--- config.mk ---
export PLATFORM = sky130hd
export DESIGN_NAME = m_div_iter
export DESIGN_NICKNAME = d
export VERILOG_FILES = /design/src/rtl/m_div_iter_pkg.sv /design/src/rtl/div_step.sv /design/src/rtl/m_div_iter.sv
export SDC_FILE = /design/constraint.sdc
export NUM_CORES = 1
export LEC_CHECK = 0
export BUFFER_PORTS_ARGS = -buffer_cell sky130_fd_sc_hd__buf_2
export CORE_MARGIN = 10
export CORE_UTILIZATION = 50
export DETAILED_ROUTE_END_ITERATION = 7
export PLACE_DENSITY = 0.75
export SYNTH_ARGS = -nofsm -noshare
export SYNTH_HDL_FRONTEND = slang
export SYNTH_SLANG_ARGS = --single-unit
--- constraint.sdc ---
create_clock -name clk -period 5.6 [get_ports clk]
set_input_delay 0.28 -clock clk [delete_from_list [all_inputs] [get_ports clk]]
set_output_delay 0.28 -clock clk [all_outputs]
set_load 0.1 [all_outputs]
--- src/rtl/m_div_iter_pkg.sv ---
// Shared encodings for the iterative divider: operation select and FSM states.
package m_div_iter_pkg;

    typedef enum logic [1:0] {
        SEL_DIV  = 2'b00,
        SEL_DIVU = 2'b01,
        SEL_REM  = 2'b10,
        SEL_REMU = 2'b11
    } sel_e;

    typedef enum logic [1:0] {
        S_IDLE,
        S_CALC,
        S_FIX,
        S_DONE
    } state_e;

    function automatic logic sel_signed(input logic [1:0] s);
        return (s == SEL_DIV) || (s == SEL_REM);
    endfunction

    function automatic logic sel_rem(input logic [1:0] s);
        return (s == SEL_REM) || (s == SEL_REMU);
    endfunction

endpackage

--- src/rtl/div_step.sv ---
// One radix-2 restoring division iteration: shift in the next dividend bit,
// trial-subtract the divisor, keep or restore, and emit one quotient bit.
module div_step #(
    parameter int XLEN = 32
) (
    input  logic [XLEN-1:0] i_rem,
    input  logic [XLEN-1:0] i_quo,
    input  logic [XLEN-1:0] i_dvs,
    output logic [XLEN-1:0] o_rem,
    output logic [XLEN-1:0] o_quo
);

    logic [XLEN:0] w_shift;
    logic [XLEN:0] w_trial;

    // The partial remainder is always below the divisor, so the XLEN+1 bit
    // trial result fits and its MSB is a clean borrow flag.
    assign w_shift = {i_rem, i_quo[XLEN-1]};
    assign w_trial = w_shift - {1'b0, i_dvs};
    assign o_rem   = w_trial[XLEN] ? w_shift[XLEN-1:0] : w_trial[XLEN-1:0];
    assign o_quo   = {i_quo[XLEN-2:0], ~w_trial[XLEN]};

endmodule

--- src/rtl/m_div_iter.sv ---
// Iterative RISC-V style divider (DIV/DIVU/REM/REMU): magnitudes are divided
// one bit per cycle, then signs are fixed up; divide-by-zero and overflow short-cut.
module m_div_iter
    import m_div_iter_pkg::*;
#(
    parameter int XLEN  = 32,
    parameter int TAG_W = 5
) (
    input  logic             clk,
    input  logic             rst,
    input  logic             flush,
    input  logic             in_valid,
    output logic             in_ready,
    input  logic [XLEN-1:0]  rs1,
    input  logic [XLEN-1:0]  rs2,
    input  logic [1:0]       sel,
    input  logic [TAG_W-1:0] in_tag,
    output logic             out_valid,
    input  logic             out_ready,
    output logic [XLEN-1:0]  rd,
    output logic [TAG_W-1:0] out_tag
);

    localparam int CNT_W = $clog2(XLEN) + 1;
    localparam logic [XLEN-1:0] MIN_VAL = {1'b1, {(XLEN-1){1'b0}}};

    state_e             r_state;
    logic [CNT_W-1:0]   r_cnt;
    logic [XLEN-1:0]    r_quo;
    logic [XLEN-1:0]    r_rem;
    logic [XLEN-1:0]    r_dvs;
    logic               r_neg_q;
    logic               r_neg_r;
    logic               r_is_rem;
    logic               r_out_valid;
    logic [XLEN-1:0]    r_rd;
    logic [TAG_W-1:0]   r_out_tag;

    logic               w_signed;
    logic               w_is_rem;
    logic               w_neg1;
    logic               w_neg2;
    logic               w_div0;
    logic               w_ovf;
    logic [XLEN-1:0]    w_abs1;
    logic [XLEN-1:0]    w_abs2;
    logic [XLEN-1:0]    w_spec_rd;
    logic [XLEN-1:0]    w_fix_rd;
    logic [XLEN-1:0]    w_quo_nxt;
    logic [XLEN-1:0]    w_rem_nxt;

    function automatic logic [XLEN-1:0] cond_neg(input logic [XLEN-1:0] v, input logic n);
        return n ? -v : v;
    endfunction

    assign w_signed  = sel_signed(sel);
    assign w_is_rem  = sel_rem(sel);
    assign w_neg1    = w_signed & rs1[XLEN-1];
    assign w_neg2    = w_signed & rs2[XLEN-1];
    assign w_abs1    = cond_neg(rs1, w_neg1);
    assign w_abs2    = cond_neg(rs2, w_neg2);
    assign w_div0    = (rs2 == '0);
    assign w_ovf     = w_signed && (rs1 == MIN_VAL) && (rs2 == '1);
    assign w_spec_rd = w_div0 ? (w_is_rem ? rs1 : '1) : (w_is_rem ? '0 : MIN_VAL);
    assign w_fix_rd  = r_is_rem ? cond_neg(r_rem, r_neg_r) : cond_neg(r_quo, r_neg_q);

    div_step #(.XLEN(XLEN)) u_step (
        .i_rem (r_rem),
        .i_quo (r_quo),
        .i_dvs (r_dvs),
        .o_rem (w_rem_nxt),
        .o_quo (w_quo_nxt)
    );

    always_ff @(posedge clk) begin
        if (rst) begin
            r_state     <= S_IDLE;
            r_cnt       <= '0;
            r_out_valid <= 1'b0;
            r_rd        <= '0;
            r_out_tag   <= '0;
        end else if (flush) begin
            r_state     <= S_IDLE;
            r_cnt       <= '0;
            r_out_valid <= 1'b0;
        end else begin
            case (r_state)
                S_IDLE: begin
                    if (in_valid) begin
                        r_out_tag <= in_tag;
                        r_is_rem  <= w_is_rem;
                        if (w_div0 || w_ovf) begin
                            r_rd        <= w_spec_rd;
                            r_out_valid <= 1'b1;
                            r_state     <= S_DONE;
                        end else begin
                            r_quo   <= w_abs1;
                            r_rem   <= '0;
                            r_dvs   <= w_abs2;
                            r_neg_q <= w_neg1 ^ w_neg2;
                            r_neg_r <= w_neg1;
                            r_cnt   <= '0;
                            r_state <= S_CALC;
                        end
                    end
                end
                S_CALC: begin
                    r_quo <= w_quo_nxt;
                    r_rem <= w_rem_nxt;
                    r_cnt <= r_cnt + CNT_W'(1);
                    if (r_cnt == CNT_W'(XLEN - 1)) begin
                        r_state <= S_FIX;
                    end
                end
                S_FIX: begin
                    r_rd        <= w_fix_rd;
                    r_out_valid <= 1'b1;
                    r_state     <= S_DONE;
                end
                S_DONE: begin
                    if (out_ready) begin
                        r_out_valid <= 1'b0;
                        r_state     <= S_IDLE;
                    end
                end
                default: r_state <= S_IDLE;
            endcase
        end
    end

    assign in_ready  = (r_state == S_IDLE);
    assign out_valid = r_out_valid;
    assign rd        = r_rd;
    assign out_tag   = r_out_tag;

endmodule

# ---- Yosys cells after proc, flatten, opt, wreduce, memory -nomap -nowiden
# Cells that the tools add are included.
dict set report classes {
  bitwise 7
  n_mux 30
  reduce_logical 20
  n_addsub 6
  n_eq_ne 13
}
# operator n
set ops {}
lappend ops {{32-bit 2-to-1 mux} 15}
lappend ops {{32-bit case mux with 2 select lines} 3}
lappend ops {{32-bit negation} 4}
lappend ops {{32-bit equality test, second input constant} 2}
lappend ops {{33-bit by 32-bit subtractor with 33-bit output} 1}
lappend ops {{32-bit logical NOT} 1}
lappend ops {{6-bit 2-to-1 mux} 2}
lappend ops {{6-bit case mux with 2 select lines} 1}
lappend ops {{4-bit AND reduction} 3}
lappend ops {{5-bit AND reduction} 2}
lappend ops {{3-bit AND reduction} 3}
lappend ops {{2-bit equality test, second input constant} 4}
lappend ops {{2-bit 2-to-1 mux} 4}
lappend ops {{2-bit != test, second input constant} 4}
lappend ops {{2-bit case mux with 4 select lines} 1}
lappend ops {{6-bit by 1-bit adder with 6-bit output, second input constant} 1}
lappend ops {{6-bit by 5-bit equality test with 1-bit output, second input constant} 1}
lappend ops {{2-bit logical NOT} 2}
lappend ops {{1-bit inverter} 4}
lappend ops {{2-bit nonzero test} 2}
lappend ops {{1-bit logical OR} 3}
lappend ops {{1-bit 2-to-1 mux} 3}
lappend ops {{1-bit case mux with 3 select lines} 1}
lappend ops {{3-bit nonzero test} 1}
lappend ops {{6 further kinds} 8}
dict set report word_totals {
  output_inout_bits 39
  register_bits 145
}

# ---- Longest topological paths before layout
# Gate-level depths: netlist of run 1.
dict set report logic_depth {
  ltp_word 8
  depth_mapped 14
  ltp_nobuf 12
}

# ---- Cells and area by module
# A second synthesis of run 1 with hierarchy kept.
dict set report hier_totals {
  hier_cells 1324
  hier_area_um2 11710.0
}
# mod seq_area_each_um2 area_each_um2 n_inst cells_per_inst
set by_module_without_submodules {}
lappend by_module_without_submodules {m_div_iter 3893.7 9120.0 1 987}
lappend by_module_without_submodules {div_step 0.0 2590.0 1 337}

# ---- Worst setup path after synthesis of run 1
# OpenSTA, ideal clock, no wires.
dict set report synth_timing {
  kind {register to register}
  startpoint {register r_state[0]}
  endpoint {register r_quo[0], enable pin}
  synth_period_minus_slack_ns 5.403
  setup_slack_ns 0.197
  setup_time_ns 0.494
  arrival_ns 4.909
  t_required_ns 5.106
  path_buffers 0
  path_stages_with_launch 6
  path_cell_list {dfxtp_1 > inv_1 > ha_1 > nand2_1 > o22ai_1 > nor2b_1}
}
dict set report synth_between {
  elab_chain_cells 3
  elab_cells_between_ends 6
}
# element line_no
set synth_lines {}
lappend synth_lines {{from (decl)} m_div_iter.sv:27} ;# state_e r_state;
lappend synth_lines {{from (signal assigned)} m_div_iter.sv:77} ;# r_state <= S_IDLE;
lappend synth_lines {{from (signal assigned)} m_div_iter.sv:83} ;# r_state <= S_IDLE;
lappend synth_lines {{from (signal assigned)} m_div_iter.sv:95} ;# r_state <= S_DONE;
lappend synth_lines {{2-bit logical NOT (*)} -}
lappend synth_lines {{net in_ready} m_div_iter.sv:13} ;# output logic in_ready,
lappend synth_lines {{2-bit != test (no source line) / 2-bit nonzero test (equally long branches)} -}
lappend synth_lines {{5-bit AND reduction (no source line) (*)} -}
lappend synth_lines {{to (signal assigned)} m_div_iter.sv:97} ;# r_quo <= w_abs1;
lappend synth_lines {{to (signal assigned)} m_div_iter.sv:108} ;# r_quo <= w_quo_nxt;
lappend synth_lines {{to (decl)} m_div_iter.sv:29} ;# logic [XLEN-1:0] r_quo;
# The timed path passes the listed nets; every way through them passes the cells marked *.
# A chain may end at the register's enable or synchronous reset.

# ---- Worst setup path after layout of run 1
dict set report layout_timing {
  startpoint {register r_quo[31]}
  endpoint {register r_rem[21] (data pin)}
}
dict set report layout_between {
  elab_chain_cells 3
}
# element line_no
set layout_lines {}
lappend layout_lines {{33-bit by 32-bit subtractor with 33-bit output} div_step.sv:19} ;# assign w_trial = w_shift - {1'b0, i_dvs};
lappend layout_lines {{32-bit 2-to-1 mux} div_step.sv:20} ;# assign o_rem = w_trial[XLEN] ? w_shift[XLEN-1:0] : w_trial[XLEN-1:0];
lappend layout_lines {{32-bit case mux with 2 select lines} m_div_iter.sv:87} ;# case (r_state)
lappend layout_lines {{to (signal assigned)} m_div_iter.sv:109} ;# r_rem <= w_rem_nxt;
lappend layout_lines {{to (decl)} m_div_iter.sv:30} ;# logic [XLEN-1:0] r_rem;
# No other way between the ends.

==> out/metrics.json, run 1 <==
{
  "logic_synthesis": {
    "synth.area.top_cells": "sky130_fd_sc_hd__edfxtp_1 27%, sky130_fd_sc_hd__dfxtp_1 8.4%, sky130_fd_sc_hd__xnor2_1 7.5%, sky130_fd_sc_hd__ha_1 4.8%, sky130_fd_sc_hd__nor2_1 4.7%",
    "synth_most_common_cell": "sky130_fd_sc_hd__nor2_1",
    "post_synth_num_cell_types": 66,
    "syn-cell-area_um2": 10900,
    "synth_simple_gate_area_share_pct": 18.7,
    "syn_area_per_cell_um2": 8.60,
    "synth_flop_cell": "sky130_fd_sc_hd__edfxtp_1",
    "synth_compound_area_share_pct": 21.3,
    "ys_top_cells_by_count": "137 x sky130_fd_sc_hd__nor2_1, 123 x sky130_fd_sc_hd__nand2_1, 99 x sky130_fd_sc_hd__edfxtp_1",
    "syn_inst": 1268,
    "synthAdderAreaFrac_pct": 5.00,
    "xor_xnor_portion_of_the_synthesized_cell_area_pct": 11.4,
    "yosys_warnings": 0,
    "postSynthNetCount": 1387,
    "synth.top_cell.area_share_pct": 27.3,
    "ys_async_sr_fraction_pct": 0,
    "synth.mux.area_fraction_pct": 3.22,
    "cell_taking_the_most_area_after_synthesis": "sky130_fd_sc_hd__edfxtp_1",
    "synth_top_family_by_area": "compound AO/OA/AOI/OAI gates",
    "synth_enable_flop_cells": 99,
    "seq_area_frac_synth_pct": 35.7,
    "ys_ff_latch": 145
  },
  "drt": {
    "drc_violation_count_after_routing": 0,
    "via_count": 9692,
    "finalWirelength_um": 29700,
    "drtPass1Iterations": 5,
    "first_iter_violations": 781,
    "drt.antenna.violating_nets": 0,
    "routed_wire_length_per_instance_um": 18.2,
    "viasPerCell": 5.95
  },
  "worst_setup_path": {
    "worstSetupStartpointType": "flop",
    "path_class": "flop to flop",
    "capturing_point_of_the_worst_reg2reg_path": "r_rem[21]",
    "timing.critical_path.arrival_ns": 4.50,
    "r2r.worst_path.cells": 13,
    "critical_path.endpoint_type": "flop",
    "required_time_at_the_worst_slack_endpoint_ns": 5.85,
    "setup.reg_to_reg.worst_slack_ns": 1.35,
    "r2r_start": "r_quo[31]",
    "crit_path_max_fanout": 33
  },
  "pwr": {
    "power_density_cells_nw_per_um2": 246,
    "switching_share_pct": 25.8,
    "leakagePower_uw": 0.00469,
    "internal_power_uw": 2250,
    "p_clk_share_pct": 44.1,
    "seq_power_share_pct": 40.4,
    "pwr-share-comb_pct": 15.5,
    "irDropWorstVdd_uv": 186,
    "net-switching-power_uw": 779
  },
  "floorplan": {
    "placement_rows": 53,
    "core_area_um2": 21200,
    "boundaryPins": 115,
    "floorplan.die.height_um": 168,
    "fp.dieW_um": 168,
    "dieArea_um2": 28100,
    "floorplan.initialDensity_pct": 51.4
  },
  "clock_network": {
    "cts_setup_buffers": 0,
    "clkTransAtPathRegs_ns": 0.06,
    "hold_buffers": 0,
    "cts_bufs_inserted": 17,
    "h-tree-depth": 4,
    "cts-root-to-sink-buffers": 2,
    "clock_latency_ns": 0.44,
    "cts_tree": "built",
    "post_cts_resized": 0,
    "clock_sink_count": 145,
    "clk_root_buffer_cell": "sky130_fd_sc_hd__clkbuf_16"
  },
  "global_routing": {
    "grt_antenna_before_repair": 0,
    "grt_pass1_wl_um": 47500,
    "first_global_vias": 9525,
    "global_route.usage.total_pct": 20.3,
    "grt_max_degree": 75,
    "total_congestion_overflow_after_global_routing": 0
  },
  "min_path": {
    "hold_path_depth": 1,
    "startpoint_of_the_lowest_slack_hold_path": "rs2[0]",
    "holdCritPathClass": "input port to flop",
    "hold_path_end": "r_dvs[0]"
  },
  "finish": {
    "final.fill_count": 1882,
    "instances_no_fill": 1628,
    "number_of_nets_at_the_end_of_the_flow": 1459,
    "layout_cell_share_with_drive_strength_beyond_1_pct": 14.2,
    "area.growth.synth_to_final_pct": 12.7,
    "diodes": 0
  },
  "sta": {
    "fin_tns_setup_ns": 0,
    "clock_skew_ns": 0.0148,
    "timing.max_slew.rel_slack_pct": 12.8,
    "maxClockFrequency_ghz": 0.235,
    "tightestPinTransition_ns": 1.31,
    "report.final.setup_viol": 0,
    "min_period_ns": 4.25,
    "drv_slew": 0,
    "hold_viol_final": 0,
    "fin_crit_share_pct": 75.9,
    "rsz0062_at_grt": "no"
  },
  "placement": {
    "dp.final_hpwl_um": 21600,
    "placed_cells_incl_taps": 1596,
    "place.port_buffers": 114,
    "place_congestion": 0.911
  },
  "run_status": {
    "status": "finished clean"
  },
  "flow_run": {
    "drv_cap": 0
  }
}
[per-stage QoR]
step	cell area [um2]	hold slack [ns]	util [%]	total power (uW)	worst slack [ns]
after floorplan	10900	0.379	-	1570	0.197
after global placement	11600	0.453	54.7	1690	1.26
after detailed placement	11600	0.459	54.7	1700	1.10
after CTS	12300	0.0745	57.9	3030	1.43
after global routing	12300	0.0833	57.9	3130	1.14
final	12300	0.0782	57.9	3020	1.35
[critical path, stage by stage (launching register included)]
cell	delay, ns
sky130_fd_sc_hd__edfxtp_1	0.33
sky130_fd_sc_hd__inv_1	0.12
sky130_fd_sc_hd__ha_1	0.26
sky130_fd_sc_hd__fa_1	0.41
sky130_fd_sc_hd__nand2b_1	0.19
sky130_fd_sc_hd__a21oi_1	0.28
sky130_fd_sc_hd__o221ai_1	0.20
sky130_fd_sc_hd__a211oi_1	0.46
sky130_fd_sc_hd__o2111ai_1	0.27
sky130_fd_sc_hd__a211o_1	0.42
sky130_fd_sc_hd__nand3_2	0.11
sky130_fd_sc_hd__buf_4	0.45
sky130_fd_sc_hd__nand2_1	0.22
sky130_fd_sc_hd__o32ai_1	0.32
[power groups by stage]
| stage | Combinational (uW) | Clock [uW] | Sequential [uW] |
|---|---|---|---|
| floorplan | 318 | 0 | 1250 |
| global route | 517 | 1390 | 1230 |
| global placement | 451 | 0 | 1240 |
| finish | 468 | 1330 | 1220 |
| CTS | 465 | 1340 | 1220 |
| detailed placement | 460 | 0 | 1240 |
[worst max-delay path by stage]
stage | from | to | slack, ns | cells after the start
after floorplan | r_state[0] | r_quo[0] | 0.20 | 5
after global placement | rs2[7] | rd[19] | 1.26 | 11
after detailed placement | rs2[7] | rd[20] | 1.10 | 11
after CTS | r_quo[31] | r_rem[21] | 1.43 | 13
after global routing | rs2[7] | rd[23] | 1.14 | 11
final | r_quo[31] | r_rem[21] | 1.35 | 13
[cells by family after synthesis]
| kind of cell | Yosys count |
|---|---|
| xor+xnor | 142 |
| buf+inv | 126 |
| compound gates | 345 |
| simple gates | 432 |
| mux | 35 |
| fa+ha+maj | 43 |
| flops | 145 |
[state kept, by name, indices dropped and copies added (netlist names), 2 cells and up]
name and flops:
r_dvs 32, rd 32, r_rem 32, r_cnt 6
r_state 2, out_tag 5, r_quo 32
[placed cells by master (no fill, tap or decap), types with 19 or more instances in the layout]
master and n:
sky130_fd_sc_hd__a21o_1 19, sky130_fd_sc_hd__a21oi_1 96, sky130_fd_sc_hd__buf_2 114, sky130_fd_sc_hd__dfxtp_1 46
sky130_fd_sc_hd__edfxtp_1 99, sky130_fd_sc_hd__ha_1 40, sky130_fd_sc_hd__inv_1 57, sky130_fd_sc_hd__mux2i_1 34
sky130_fd_sc_hd__nand2_1 123, sky130_fd_sc_hd__nand3_1 21, sky130_fd_sc_hd__nor2_1 137, sky130_fd_sc_hd__nor3_1 33
sky130_fd_sc_hd__o21ai_0 90, sky130_fd_sc_hd__o31ai_1 32, sky130_fd_sc_hd__or3_1 20, sky130_fd_sc_hd__xnor2_1 93
sky130_fd_sc_hd__xor2_1 49
[cell type report]
| cell class | instances | area (um2) | share of cell area, % |
|---|---|---|---|
| clock buffer | 20 | 437 | 3.55 |
| inverter | 57 | 214 | 1.74 |
| tap | 275 | 344 | 2.80 |
| sequential | 145 | 3890 | 31.7 |
| multi-input combinational | 997 | 6530 | 53.2 |
| clock inverter | 12 | 238 | 1.93 |
| timing repair buffer | 122 | 631 | 5.13 |
[routing by layer]
layer  vias up  part of all wire, %  routed length (um)  track usage (%)
met3        56                  6.1                1820             3.39
met5         -                    0                   0                0
met2       314                   49               14500             34.5
met1      4557                   42               12500             24.8
li1       4765                    -                   -                -
met4         0                  2.8                 837             8.33
No activity file was read; power rests on OpenSTA's default activity.
==> inputs of run 2 (changes only) <==
Clock period 5.6 ns to 4.2 ns, I/O delays scaled along.
==> out/metrics.json, run 2 (synthesis results as in run 1) <==
{
  "run_status": {
    "status": "finished clean"
  },
  "finish": {
    "instances_no_fill": {"value": 1635, "change": "+0.43%"},
    "final_cell_mix": "137 x sky130_fd_sc_hd__nor2_1, 123 x sky130_fd_sc_hd__nand2_1, 114 x sky130_fd_sc_hd__buf_2",
    "multi_input_comb_area": {"value": 6540, "unit": "um2", "change": "about the same"},
    "area.growth.synth_to_final_pct": 13.0,
    "diodes": {"value": 0, "change": "unchanged"},
    "layout_cell_share_with_drive_strength_beyond_1": {"value": 14.9, "unit": "%", "change": "+0.74 points"},
    "final.fill_count": {"value": 1891, "change": "+0.48%"},
    "final-seq-area": {"value": 3890, "unit": "um2", "change": "unchanged"},
    "final_common_cell": "sky130_fd_sc_hd__nor2_1",
    "number_of_nets_at_the_end_of_the_flow": {"value": 1466, "change": "+0.48%"}
  },
  "clock_network": {
    "cts_tree": "built",
    "cts_bufs_inserted": {"value": 17, "change": "unchanged"},
    "clk_root_buffer_cell": "sky130_fd_sc_hd__clkbuf_16",
    "post_cts_resized": {"value": 0, "change": "unchanged"},
    "cts-root-to-sink-buffers": {"value": 2, "change": "unchanged"},
    "h-tree-depth": {"value": 4, "change": "unchanged"},
    "cts_setup_buffers": {"value": 0, "change": "unchanged"},
    "clock_latency": {"value": 0.43, "unit": "ns", "change": "about the same"},
    "hold_buffers": {"value": 0, "change": "unchanged"},
    "clock_sink_count": {"value": 145, "change": "unchanged"},
    "clkTransAtPathRegs": {"value": 0.06, "unit": "ns", "change": "about the same"}
  },
  "worst_setup_path": {
    "r2r_start": "r_quo[31]",
    "timing.critical_path.cells": "inv_1 > ha_1 > fa_1 > nand2b_1 > a21oi_1 > o221ai_1 > a211oi_1 > o2111ai_1 > a211o_1 > nand3_2 > buf_4 > mux2i_1 > nor2_1",
    "path_class": "flop to flop",
    "r2r.worst_path.cells": {"value": 13, "change": "unchanged"},
    "capturing_point_of_the_worst_reg2reg_path": "r_rem[8]",
    "worstSetupStartpointType": "flop",
    "worst_setup_path_endpoint": "r_rem[8]",
    "worst_path_max_delay_cell": "sky130_fd_sc_hd__a211oi_1",
    "required_time_at_the_worst_slack_endpoint": {"value": 4.37, "unit": "ns", "change": "-1.48 ns"},
    "timing.critical_path.slowest_cell_delay": {"value": 0.46, "unit": "ns", "change": "about the same"},
    "setup.reg_to_reg.worst_slack": {"value": 0.35, "unit": "ns", "change": "-1.00 ns"},
    "critical_path.startpoint": "r_quo[31]",
    "crit_path_max_fanout": {"value": 13, "change": "-61%"},
    "critical_path.endpoint_type": "flop",
    "timing.critical_path.arrival": {"value": 4.02, "unit": "ns", "change": "-0.48 ns"}
  },
  "global_routing": {
    "grt_antenna_before_repair": {"value": 0, "change": "unchanged"},
    "grt_max_degree": {"value": 75, "change": "unchanged"},
    "grt_pass1_wl": {"value": 48400, "unit": "um", "change": "+2.0%"},
    "global_route.usage.total": {"value": 20.6, "unit": "%", "change": "+0.31 points"},
    "total_congestion_overflow_after_global_routing": {"value": 0, "change": "unchanged"},
    "first_global_vias": {"value": 9742, "change": "+2.3%"}
  },
  "sta": {
    "rsz0062_at_grt": "no",
    "report.final.setup_viol": {"value": 0, "change": "unchanged"},
    "timing.max_slew.rel_slack": {"value": 13.0, "unit": "%", "change": "+0.15 points"},
    "hold_viol_final": {"value": 0, "change": "unchanged"},
    "tightestPinTransition": {"value": 1.30, "unit": "ns", "change": "-0.00230 ns"},
    "fin_worst_hold_slack": {"value": 0.00566, "unit": "ns", "change": "-0.0726 ns"},
    "fin_crit_share": {"value": 91.7, "unit": "%", "change": "+16 points"},
    "maxClockFrequency": {"value": 0.260, "unit": "GHz", "change": "+10%"},
    "fin_tns_setup": {"value": 0, "unit": "ns", "change": "unchanged"},
    "clock_skew": {"value": 0.0110, "unit": "ns", "change": "-0.00384 ns"},
    "min_period": {"value": 3.85, "unit": "ns", "change": "-0.402 ns"},
    "drv_slew": {"value": 0, "change": "unchanged"}
  },
  "pwr": {
    "switching_share": {"value": 27.8, "unit": "%", "change": "+2.0 points"},
    "irDropWorstVdd": {"value": 248, "unit": "uV", "change": "+34%"},
    "seq_power_share": {"value": 41.9, "unit": "%", "change": "+1.5 points"},
    "internal_power": {"value": 2810, "unit": "uW", "change": "+25%"},
    "pwr-share-comb": {"value": 16.3, "unit": "%", "change": "+0.8 points"},
    "total_power": {"value": 3890, "unit": "uW", "change": "+29%"},
    "p_clk_share": {"value": 41.8, "unit": "%", "change": "-2.3 points"},
    "leakagePower": {"value": 0.00471, "unit": "uW", "change": "+0.45%"},
    "net-switching-power": {"value": 1080, "unit": "uW", "change": "+39%"},
    "power_density_cells": {"value": 316, "unit": "nW/um2", "change": "+28%"}
  },
  "drt": {
    "via_count": {"value": 9900, "change": "+2.1%"},
    "drtPass1Iterations": {"value": 6, "change": "+1"},
    "viasPerCell": {"value": 6.06, "change": "+1.7%"},
    "finalWirelength": {"value": 30300, "unit": "um", "change": "+2.0%"},
    "drt.antenna.violating_nets": {"value": 0, "change": "unchanged"},
    "drc_violation_count_after_routing": {"value": 0, "change": "unchanged"},
    "first_iter_violations": {"value": 840, "change": "+7.6%"},
    "routed_wire_length_per_instance": {"value": 18.5, "unit": "um", "change": "+1.6%"}
  },
  "placement": {
    "place_congestion": {"value": 0.886, "change": "-2.8%"},
    "dp.final_hpwl": {"value": 22100, "unit": "um", "change": "+2.5%"},
    "place.port_buffers": {"value": 114, "change": "unchanged"},
    "placed_cells_incl_taps": {"value": 1603, "change": "+0.44%"}
  },
  "floorplan": {
    "floorplan.die.height": {"value": 168, "unit": "um", "change": "unchanged"},
    "placement_rows": {"value": 53, "change": "unchanged"},
    "boundaryPins": {"value": 115, "change": "unchanged"},
    "core_area": {"value": 21200, "unit": "um2", "change": "unchanged"},
    "floorplan.initialDensity": {"value": 51.4, "unit": "%", "change": "unchanged"},
    "dieArea": {"value": 28100, "unit": "um2", "change": "unchanged"},
    "fp.dieW": {"value": 168, "unit": "um", "change": "unchanged"}
  },
  "min_path": {
    "holdCritPathClass": "input port to flop"
  },
  "flow_run": {
    "drv_cap": {"value": 0, "change": "unchanged"}
  }
}
[run 2: cell count changes in the layout (fill, tap and decap cells not counted), sizes merged]
| cell | change |
|---|---|
| buf | +7 |
| bufinv | -5 |
| inv | +3 |
| clkbuf | +1 |
| clkinvlp | +1 |
[run 2: stage by stage]
stage / setup slack, ns / util [%] / cell area [um2]
5_1_grt: 0.117 / 58.1 / 12300
2_1_floorplan: 0.668 / - / 10900
6_report: 0.350 / 58.1 / 12300
3_5_place_dp: 0.478 / 55.1 / 11700
4_1_cts: 0.431 / 58.1 / 12300
3_3_place_gp: 0.586 / 55.1 / 11700
[run 2: power by group through the flow]
stage               sequential, uW  clock [uW]  combinational, uW
floorplan                     1670           0                425
global placement              1660           0                608
detailed placement            1660           0                624
CTS                           1630        1630                629
global route                  1630        1690                699
finish                        1630        1630                633
[run 2: worst min-delay path by stage]
stage / startpoint / endpoint / slack [ns] / cells past startpoint
3_5_place_dp: in_tag[4] / out_tag[4] / 0.45 / 3
2_1_floorplan: rs2[0] / r_dvs[0] / 0.31 / 0
4_1_cts: in_tag[4] / out_tag[4] / 0.003 / 3
3_3_place_gp: in_tag[4] / out_tag[4] / 0.44 / 3
5_1_grt: in_tag[4] / out_tag[4] / 0.02 / 3
6_report: in_tag[4] / out_tag[4] / 0.006 / 3
[run 2: layer usage]
| layer | track usage [%] | vias up | wire (um) |
|---|---|---|---|
| li1 | - | 4772 | - |
| met1 | 24.5 | 4679 | 12300 |
| met2 | 34.6 | 371 | 14800 |
| met3 | 4.45 | 78 | 1960 |
| met4 | 9.80 | 0 | 1130 |
| met5 | 0 | - | 0 |
[run 2: layout make-up]
type | count | area share [%]
Sequential cell | 145 | 31.6
Timing Repair Buffer | 129 | 5.75
Clock buffer | 21 | 4.08
Tap cell | 275 | 2.79
Inverter | 57 | 1.74
Multi-Input combinational cell | 997 | 53.1
Clock inverter | 11 | 0.985
[run 2: critical path, delay by kind of cell, from the launching register on]
| family | cells | cell delay, ns |
|---|---|---|
| AO/OA/AOI/OAI | 5 | 1.56 |
| multiplexers | 1 | 0.23 |
| flip-flops | 1 | 0.32 |
| AND/OR/NAND/NOR | 3 | 0.47 |
| adder cells (fa/ha/maj) | 2 | 0.61 |
| buffers and inverters | 2 | 0.38 |
